==> config.mk <==
export PLATFORM = sky130hd
export DESIGN_NAME = mem_arbiter
export DESIGN_NICKNAME = d
export VERILOG_FILES = /design/src/rtl/mem_arbiter_pkg.sv /design/src/rtl/mem_arb_priority.sv /design/src/rtl/mem_arbiter.sv
export SDC_FILE = /design/constraint.sdc
export NUM_CORES = 1
export LEC_CHECK = 0
export CORE_MARGIN = 2
export CORE_UTILIZATION = 36
export CTS_CLUSTER_SIZE = 12
export DETAILED_ROUTE_END_ITERATION = 8
export PLACE_DENSITY = 0.75
export SETUP_SLACK_MARGIN = 0.5
export SLEW_MARGIN = 20
export SYNTH_ARGS = -nofsm -noshare
export SYNTH_HDL_FRONTEND = slang
export SYNTH_SLANG_ARGS = --single-unit
==> constraint.sdc <==
create_clock -name clk -period 1.6 [get_ports clk]
set_input_delay 0.32 -clock clk [delete_from_list [all_inputs] [get_ports clk]]
set_output_delay 0.32 -clock clk [all_outputs]
set_load 0.01 [all_outputs]
==> src/rtl/mem_arbiter_pkg.sv <==
// Shared types and defaults for the instruction/data memory arbiter.
package mem_arbiter_pkg;

  localparam int unsigned DEF_WORD_LEN = 32;

  typedef enum logic [1:0] {
    ARB_IDLE = 2'd0,
    ARB_CMD  = 2'd1,
    ARB_RESP = 2'd2
  } arb_state_t;

  typedef enum logic {
    OWNER_I = 1'b0,
    OWNER_D = 1'b1
  } arb_owner_t;

endpackage

==> src/rtl/mem_arb_priority.sv <==
// Fixed data-over-fetch priority with a starvation counter that forces a fetch
// grant after STARVE_LIMIT consecutive data grants taken while fetch waited.
module mem_arb_priority
  import mem_arbiter_pkg::*;
#(
  parameter int unsigned STARVE_LIMIT   = 4,
  parameter int unsigned STARVE_CNT_BIT = 3
) (
  input  logic clk,
  input  logic rst,
  input  logic i_req_valid,
  input  logic d_req_valid,
  input  logic idle,
  output logic grant_i,
  output logic grant_d
);

  localparam logic [STARVE_CNT_BIT-1:0] LIMIT = STARVE_CNT_BIT'(STARVE_LIMIT);

  logic [STARVE_CNT_BIT-1:0] r_starve_cnt;
  logic                      w_starved;

  assign w_starved = i_req_valid && (r_starve_cnt >= LIMIT);
  assign grant_d   = idle && d_req_valid && !w_starved;
  assign grant_i   = idle && i_req_valid && !grant_d;

  always_ff @(posedge clk) begin
    if (rst) begin
      r_starve_cnt <= '0;
    end else if (grant_i) begin
      r_starve_cnt <= '0;
    end else if (grant_d && i_req_valid && (r_starve_cnt != '1)) begin
      r_starve_cnt <= r_starve_cnt + STARVE_CNT_BIT'(1);
    end
  end

endmodule

==> src/rtl/mem_arbiter.sv <==
// Shares one single-port memory between fetch and data requesters; one
// transaction outstanding, response routed back to the issuing requester.
module mem_arbiter
  import mem_arbiter_pkg::*;
#(
  parameter int unsigned WORD_LEN       = DEF_WORD_LEN,
  parameter int unsigned STARVE_LIMIT   = 4,
  parameter int unsigned STARVE_CNT_BIT = 3
) (
  input  logic                clk,
  input  logic                rst,
  input  logic                i_req_valid,
  output logic                i_req_ready,
  input  logic [WORD_LEN-1:0] i_addr,
  output logic                i_resp_valid,
  output logic [WORD_LEN-1:0] i_rdata,
  input  logic                d_req_valid,
  output logic                d_req_ready,
  input  logic [WORD_LEN-1:0] d_addr,
  input  logic                d_wen,
  input  logic [WORD_LEN-1:0] d_wdata,
  output logic                d_resp_valid,
  output logic [WORD_LEN-1:0] d_rdata,
  output logic                mem_cmd_valid,
  input  logic                mem_cmd_ready,
  output logic [WORD_LEN-1:0] mem_addr,
  output logic                mem_wen,
  output logic [WORD_LEN-1:0] mem_wdata,
  input  logic                mem_resp_valid,
  input  logic [WORD_LEN-1:0] mem_rdata,
  output logic                busy
);

  arb_state_t          r_state;
  arb_owner_t          r_owner;
  logic [WORD_LEN-1:0] r_addr;
  logic [WORD_LEN-1:0] r_wdata;
  logic [WORD_LEN-1:0] r_i_rdata;
  logic [WORD_LEN-1:0] r_d_rdata;
  logic                r_wen;
  logic                r_cmd_valid;
  logic                r_i_resp;
  logic                r_d_resp;

  logic w_idle;
  logic w_grant_i;
  logic w_grant_d;

  assign w_idle = (r_state == ARB_IDLE);

  mem_arb_priority #(
    .STARVE_LIMIT  (STARVE_LIMIT),
    .STARVE_CNT_BIT(STARVE_CNT_BIT)
  ) u_priority (
    .clk        (clk),
    .rst        (rst),
    .i_req_valid(i_req_valid),
    .d_req_valid(d_req_valid),
    .idle       (w_idle),
    .grant_i    (w_grant_i),
    .grant_d    (w_grant_d)
  );

  // Grants already include the IDLE and valid terms, so they double as ready.
  assign i_req_ready   = w_grant_i;
  assign d_req_ready   = w_grant_d;
  assign mem_cmd_valid = r_cmd_valid;
  assign mem_addr      = r_addr;
  assign mem_wen       = r_wen;
  assign mem_wdata     = r_wdata;
  assign i_resp_valid  = r_i_resp;
  assign d_resp_valid  = r_d_resp;
  assign i_rdata       = r_i_rdata;
  assign d_rdata       = r_d_rdata;
  assign busy          = !w_idle;

  always_ff @(posedge clk) begin
    if (rst) begin
      r_state     <= ARB_IDLE;
      r_owner     <= OWNER_I;
      r_addr      <= '0;
      r_wdata     <= '0;
      r_wen       <= 1'b0;
      r_cmd_valid <= 1'b0;
      r_i_rdata   <= '0;
      r_d_rdata   <= '0;
      r_i_resp    <= 1'b0;
      r_d_resp    <= 1'b0;
    end else begin
      r_i_resp <= 1'b0;
      r_d_resp <= 1'b0;
      unique case (r_state)
        ARB_IDLE: begin
          if (w_grant_i || w_grant_d) begin
            r_state     <= ARB_CMD;
            r_cmd_valid <= 1'b1;
            r_owner     <= w_grant_d ? OWNER_D : OWNER_I;
            r_addr      <= w_grant_d ? d_addr : i_addr;
            r_wen       <= w_grant_d && d_wen;
            r_wdata     <= w_grant_d ? d_wdata : '0;
          end
        end
        ARB_CMD: begin
          if (mem_cmd_ready) begin
            r_state     <= ARB_RESP;
            r_cmd_valid <= 1'b0;
          end
        end
        ARB_RESP: begin
          if (mem_resp_valid) begin
            r_state <= ARB_IDLE;
            if (r_owner == OWNER_D) begin
              r_d_rdata <= mem_rdata;
              r_d_resp  <= 1'b1;
            end else begin
              r_i_rdata <= mem_rdata;
              r_i_resp  <= 1'b1;
            end
          end
        end
        default: r_state <= ARB_IDLE;
      endcase
    end
  end

endmodule

; Word-level counts from Yosys, hierarchy flattened
; Index checks and enable logic that the tools add are counted.
[word_totals]
elab_cells = 55
input_bits = 135
regBits = 138
[op_classes]
add_sub_neg = 1
n_reduce_logical = 21
bitwise = 3
n_eq_ne = 6
muxes = 12
magnitude_cmp = 1
[op_table]
columns = cell, n
row1 = 2-to-1 mux 32 bit, 2
row2 = AND reduction 3 bit, 4
row3 = logical AND 1 bit, 8
row4 = 2-to-1 mux 2 bit, 3
row5 = inequality test 2 bit (second input constant), 3
row6 = case mux 2 bit (3 select lines), 1
row7 = 2-to-1 mux 1 bit, 5
row8 = adder 3 x 1 -> 3 bit (second input constant), 1
row9 = greater-or-equal comparator 3 bit (second input constant), 1
row10 = logical NOT 1 bit, 3
row11 = inequality test 3 bit (second input constant), 1
row12 = inverter 1 bit, 3
row13 = OR reduction 3 bit, 1
row14 = == test 2 x 1 -> 1 bit (second input constant), 1
row15 = == test 2 bit (second input constant), 1
row16 = logical NOT 2 bit, 1
row17 = case mux 1 bit (2 select lines), 1
row18 = AND reduction 2 bit, 1
row19 = nonzero test 2 bit, 1
row20 = OR reduction 2 bit, 1
row21 = logical OR 1 bit, 1

; Longest topological paths before layout
; Gate-level depths: netlist of the first run.
[logic_depth]
word_depth = 9
depth_mapped = 7
depth_no_buf = 5

; Modules after synthesis
; A second synthesis of the first run with hierarchy kept.
[hier_totals]
cells_unflattened = 622
area_unflattened_um2 = 5552.8
[by_module_without_submodules]
columns = mod, cells_each, instances, area_per_inst_um2
row1 = mem_arbiter, 602, 1, 5378.9
row2 = mem_arb_priority, 20, 1, 173.9

; Least setup slack after synthesis of the first run
; No wires, ideal clock.
[synth_timing]
path_type = reg2out
start = reg r_state[0]
end = out i_req_ready
path_slack_ns = -0.040
stages_incl_launch_ff = 8
required_ns = 1.280
t_arrival_ns = 1.320
path_buffers = 3
cell_sequence = dfxtp_1 > buf_2 > a211oi_2 > buf_2 > buf_4 > nand2_1 > inv_1 > nor2_1
[synth_between]
elab_chain_cells = 5
word_cells_on_any_way = 6
[synth_lines]
columns = element, line_no
row1 = start: declaration, mem_arbiter.sv:34  ; arb_state_t r_state;
row2 = start signal: assignment, mem_arbiter.sv:79  ; r_state <= ARB_IDLE;
row3 = start signal: assignment, mem_arbiter.sv:95  ; r_state <= ARB_CMD;
row4 = start signal: assignment, mem_arbiter.sv:105  ; r_state <= ARB_RESP;
row5 = logical NOT 2 bit, mem_arbiter.sv:49  ; assign w_idle = (r_state == ARB_IDLE);
row6 = logical AND 1 bit (2 in a row), mem_arb_priority.sv:24  ; assign grant_d = idle && d_req_valid && !w_starved;
row7 = via d_req_ready, mem_arbiter.sv:18  ; output logic d_req_ready,
row8 = logical NOT 1 bit, mem_arb_priority.sv:25  ; assign grant_i = idle && i_req_valid && !grant_d;
row9 = logical AND 1 bit, mem_arb_priority.sv:25
row10 = end: declaration, mem_arbiter.sv:13  ; output logic i_req_ready,
; The timed path passes the listed nets, and every way through them passes these cells.

; Worst setup path after layout of the first run
[layout_timing]
start = reg r_state[1]
end = out i_req_ready
[layout_between]
elab_chain_cells = 5
word_cells_on_any_way = 6
[layout_lines]
columns = element, line_no
row1 = logical NOT 2 bit (*), mem_arbiter.sv:49
row2 = logical AND 1 bit (2 in a row), mem_arb_priority.sv:24
row3 = logical NOT 1 bit, mem_arb_priority.sv:25
row4 = logical AND 1 bit (*), mem_arb_priority.sv:25
; Every way passes the cells marked *; elsewhere a longest branch is shown, timed or not.

==> flow_summary.yaml, run 1 <==
run_status:
  outcome: "complete, but fails checks"
  violations: "setup timing"
logic_synthesis:
  synth-seq-cells: 138
  syn_avg_cell_area_sq_um: 8.03
  synth_cell_types: 31
  synthCells: 669
  syn-cell-area_sq_mm: 0.00537
  synth_seq_area_share: 0.514
  synth_warnings: 0
  syn_nets: 806
cells_and_area:
  instances_no_fill: 1155
  fin_util: 0.740
  diodes: 0
  fin_nets: 1097
  syn_to_final_growth_pct: 100
  drive_gt1_frac: 0.528
hold_path:
  hp-class: "primary input to flop"
grt:
  grt_usage: 0.244
  grt_max_degree: 46
  grt_pass1_vias: 5975
  overflow: 0
  grt_pass1_wl_mm: 31.0
  antenna_found_initial: 0
power_and_ir_drop:
  power.density_mw_per_mm2: 951
  total_power_mw: 10.2
  leakage_nw: 4.04
  vdd_drop_max_v: 0.000733
detailed_routing:
  dr.first_iter.drc_count: 370
  drc: 0
  wl_per_cell_um: 18.8
  vias_per_cell: 5.38
  drtAntennaViolNets: 0
  vias: 6219
  dr.pass1.iters: 4
  wl_mm: 21.7
floorplan:
  initial_core_util: 0.370
  rows: 44
  dieWidth_um: 126
  chipHeight_um: 126
  ios: 270
  core-area_sq_mm: 0.0145
  fp.dieArea_sq_mm: 0.0159
clocking:
  cts_max_level: 4
  clock_sinks: 138
  cts_hold_buf: 0
  clk_pin_slew_ns: 0.06
  cts_tree: "done"
  root_buffer: "clkbuf_16"
  cts_made_buffers: 17
  worstSkewPairLatency_ns: 0.42
  cts_buffer_depth: 2
setup_path:
  path_max_fanout: 4
  end_kind: "primary output"
  crit_path_start_kind: "flop"
  worstSetupPathType: "flop to primary output"
  worstPathArrival_ns: 1.41
  crit_required_ns: 1.28
sta:
  finalCritPeriodShare: 1.08
  finClkSkew_ns: 0.00929
  setup_viol: 9
  timing.final.ws_setup_ns: -0.132
  final_max_slew_viol_count: 0
  rsz0062_at_grt: "true"
  holdWs_ns: 0.257
  final_hold_viol_count: 0
  max_slew_margin: 0.680
  fin_crit_ns: 1.73
  tightest_slew_ns: 0.480
  max_freq_mhz: 577
placed_design:
  place_congestion: 0.797
  numPortBuffers: 269
  dpl.hpwl_mm: 11.7
  place_ws_ns: -0.598
  dp.cells: 1087
flow_run:
  cap_violations: 0
-- cell usage in the layout (no fill, tap or decap), types with 19 or more instances in the layout --
| master | count |
|---|---|
| a21oi_1 | 102 |
| a21oi_2 | 34 |
| buf_4 | 24 |
| buf_6 | 146 |
| clkbuf_16 | 21 |
| clkdlybuf4s50_1 | 130 |
| dfxtp_2 | 131 |
| nand2_1 | 128 |
| nand3_2 | 53 |
| o21ai_0 | 40 |
| o21ai_1 | 19 |
-- critical path, stage by stage, from the launching register on --
cell and delay, ns:
dfxtp_4 0.36, or3b_4 0.42, nor2_4 0.10, buf_6 0.11
-- cells in the mapped netlist --
cell type / count / area, sq um
nor2_1: 6 / 22.5
clkbuf_1: 57 / 214
a21oi_1: 136 / 681
nand4bb_1: 1 / 11.3
nand3b_1: 1 / 7.51
or3b_2: 1 / 8.76
a311oi_1: 32 / 280
or3b_1: 1 / 8.76
nor4bb_1: 1 / 10.0
a211o_1: 1 / 8.76
buf_2: 8 / 40.0
ha_1: 2 / 25.0
a211oi_2: 1 / 12.5
nand4_1: 1 / 6.26
buf_1: 2 / 7.51
buf_4: 1 / 7.51
inv_2: 1 / 3.75
nor3b_1: 1 / 7.51
nand4b_1: 1 / 8.76
o21ai_0: 68 / 340
buf_6: 1 / 11.3
dfxtp_1: 138 / 2760
and4b_1: 1 / 10.0
nor2_2: 1 / 6.26
or4_1: 1 / 7.51
or3b_4: 1 / 11.3
nand3_1: 65 / 325
inv_1: 2 / 7.51
or2_2: 1 / 6.26
nand2_1: 134 / 503
and3b_1: 1 / 8.76
-- final cells by class --
| cell class | count | area [sq um] |
|---|---|---|
| Fill cell | 1042 | 3780 |
| Inverter | 3 | 13.8 |
| Clock inverter | 10 | 119 |
| Clock buffer | 20 | 467 |
| Timing Repair Buffer | 341 | 3950 |
| Tap cell | 184 | 230 |
| Multi-Input combinational cell | 459 | 3050 |
| Sequential cell | 138 | 2930 |
-- metrics by stage --
stage	area (sq um)	setup TNS, ns
6_report	10800	-0.381
5_1_grt	10800	-1.23
4_1_cts	10100	-0.273
3_5_place_dp	8470	-33.70
3_3_place_gp	8470	-31.03
2_1_floorplan	5540	0
-- final timing paths --
path	startpoint	to	slack [ns]	cells after the start
max	r_state[1]$_SDFFE_PP0P_	i_req_ready	-0.13	3
min reg2reg	i_rdata[13]$_SDFFE_PP0P_	i_rdata[13]$_SDFFE_PP0P_	0.46	2
min	rst	d_rdata[14]$_SDFFE_PP0P_	0.26	2
max reg2reg	r_state[0]$_SDFFE_PP0P_	mem_addr[28]$_SDFFE_PP0P_	-0.07	9
-- sequential cells by signal (all words and copies together), names as in the netlist --
| register | cells |
|---|---|
| d_resp_valid | 1 |
| u_priority.r_starve_cnt | 3 |
| mem_cmd_valid | 1 |
| r_state | 2 |
| d_rdata | 32 |
| mem_wdata | 32 |
| mem_wen | 1 |
| mem_addr | 32 |
| r_owner | 1 |
| i_rdata | 32 |
| i_resp_valid | 1 |
-- cells by family (layout without fill, tap and decap cells) --
family / after synthesis / in the layout / synth area share
adder cells (fa/ha/maj): 2 / 2 / 0.00466
AO/OA/AOI/OAI: 238 / 238 / 0.246
AND/OR/NAND/NOR: 219 / 219 / 0.181
flip-flops: 138 / 138 / 0.514
buffers and inverters: 72 / 374 / 0.0543
-- per-layer routing --
| layer | wire (um) | vias up | part of all wire | GRT usage |
|---|---|---|---|---|
| met5 | 0 | - | 0 | 0 |
| met4 | 596 | 0 | 0.027 | 0.107 |
| met3 | 1470 | 49 | 0.068 | 0.0841 |
| met2 | 11000 | 239 | 0.51 | 0.405 |
| met1 | 8630 | 2983 | 0.40 | 0.287 |
| li1 | - | 2948 | - | - |
-- power breakdown --
group          switching, mW  internal (mW)
registers              0.140           3.66
logic                   1.11           1.41
clock network           1.52           2.40
total                   2.77           7.47
-- timing repair --
item	4_1_cts	5_1_grt
buffers inserted	10	16
pin swaps	77	39
resized for setup	908	114
gates cloned	8	4
setup endpoints to repair	270	272
Note: power is estimated with default switching activity, not from simulation.
==> run 2: changes to the inputs <==
--- a/config.mk
+++ b/config.mk
@@ -7,7 +7,7 @@
 export LEC_CHECK = 0
 export CORE_MARGIN = 2
 export CORE_UTILIZATION = 36
-export CTS_CLUSTER_SIZE = 12
+export CTS_CLUSTER_SIZE = 28
 export DETAILED_ROUTE_END_ITERATION = 8
 export PLACE_DENSITY = 0.75
 export SETUP_SLACK_MARGIN = 0.5
==> results of run 2 <==
The final DEF is identical to that of run 1; final timing and power are the same.
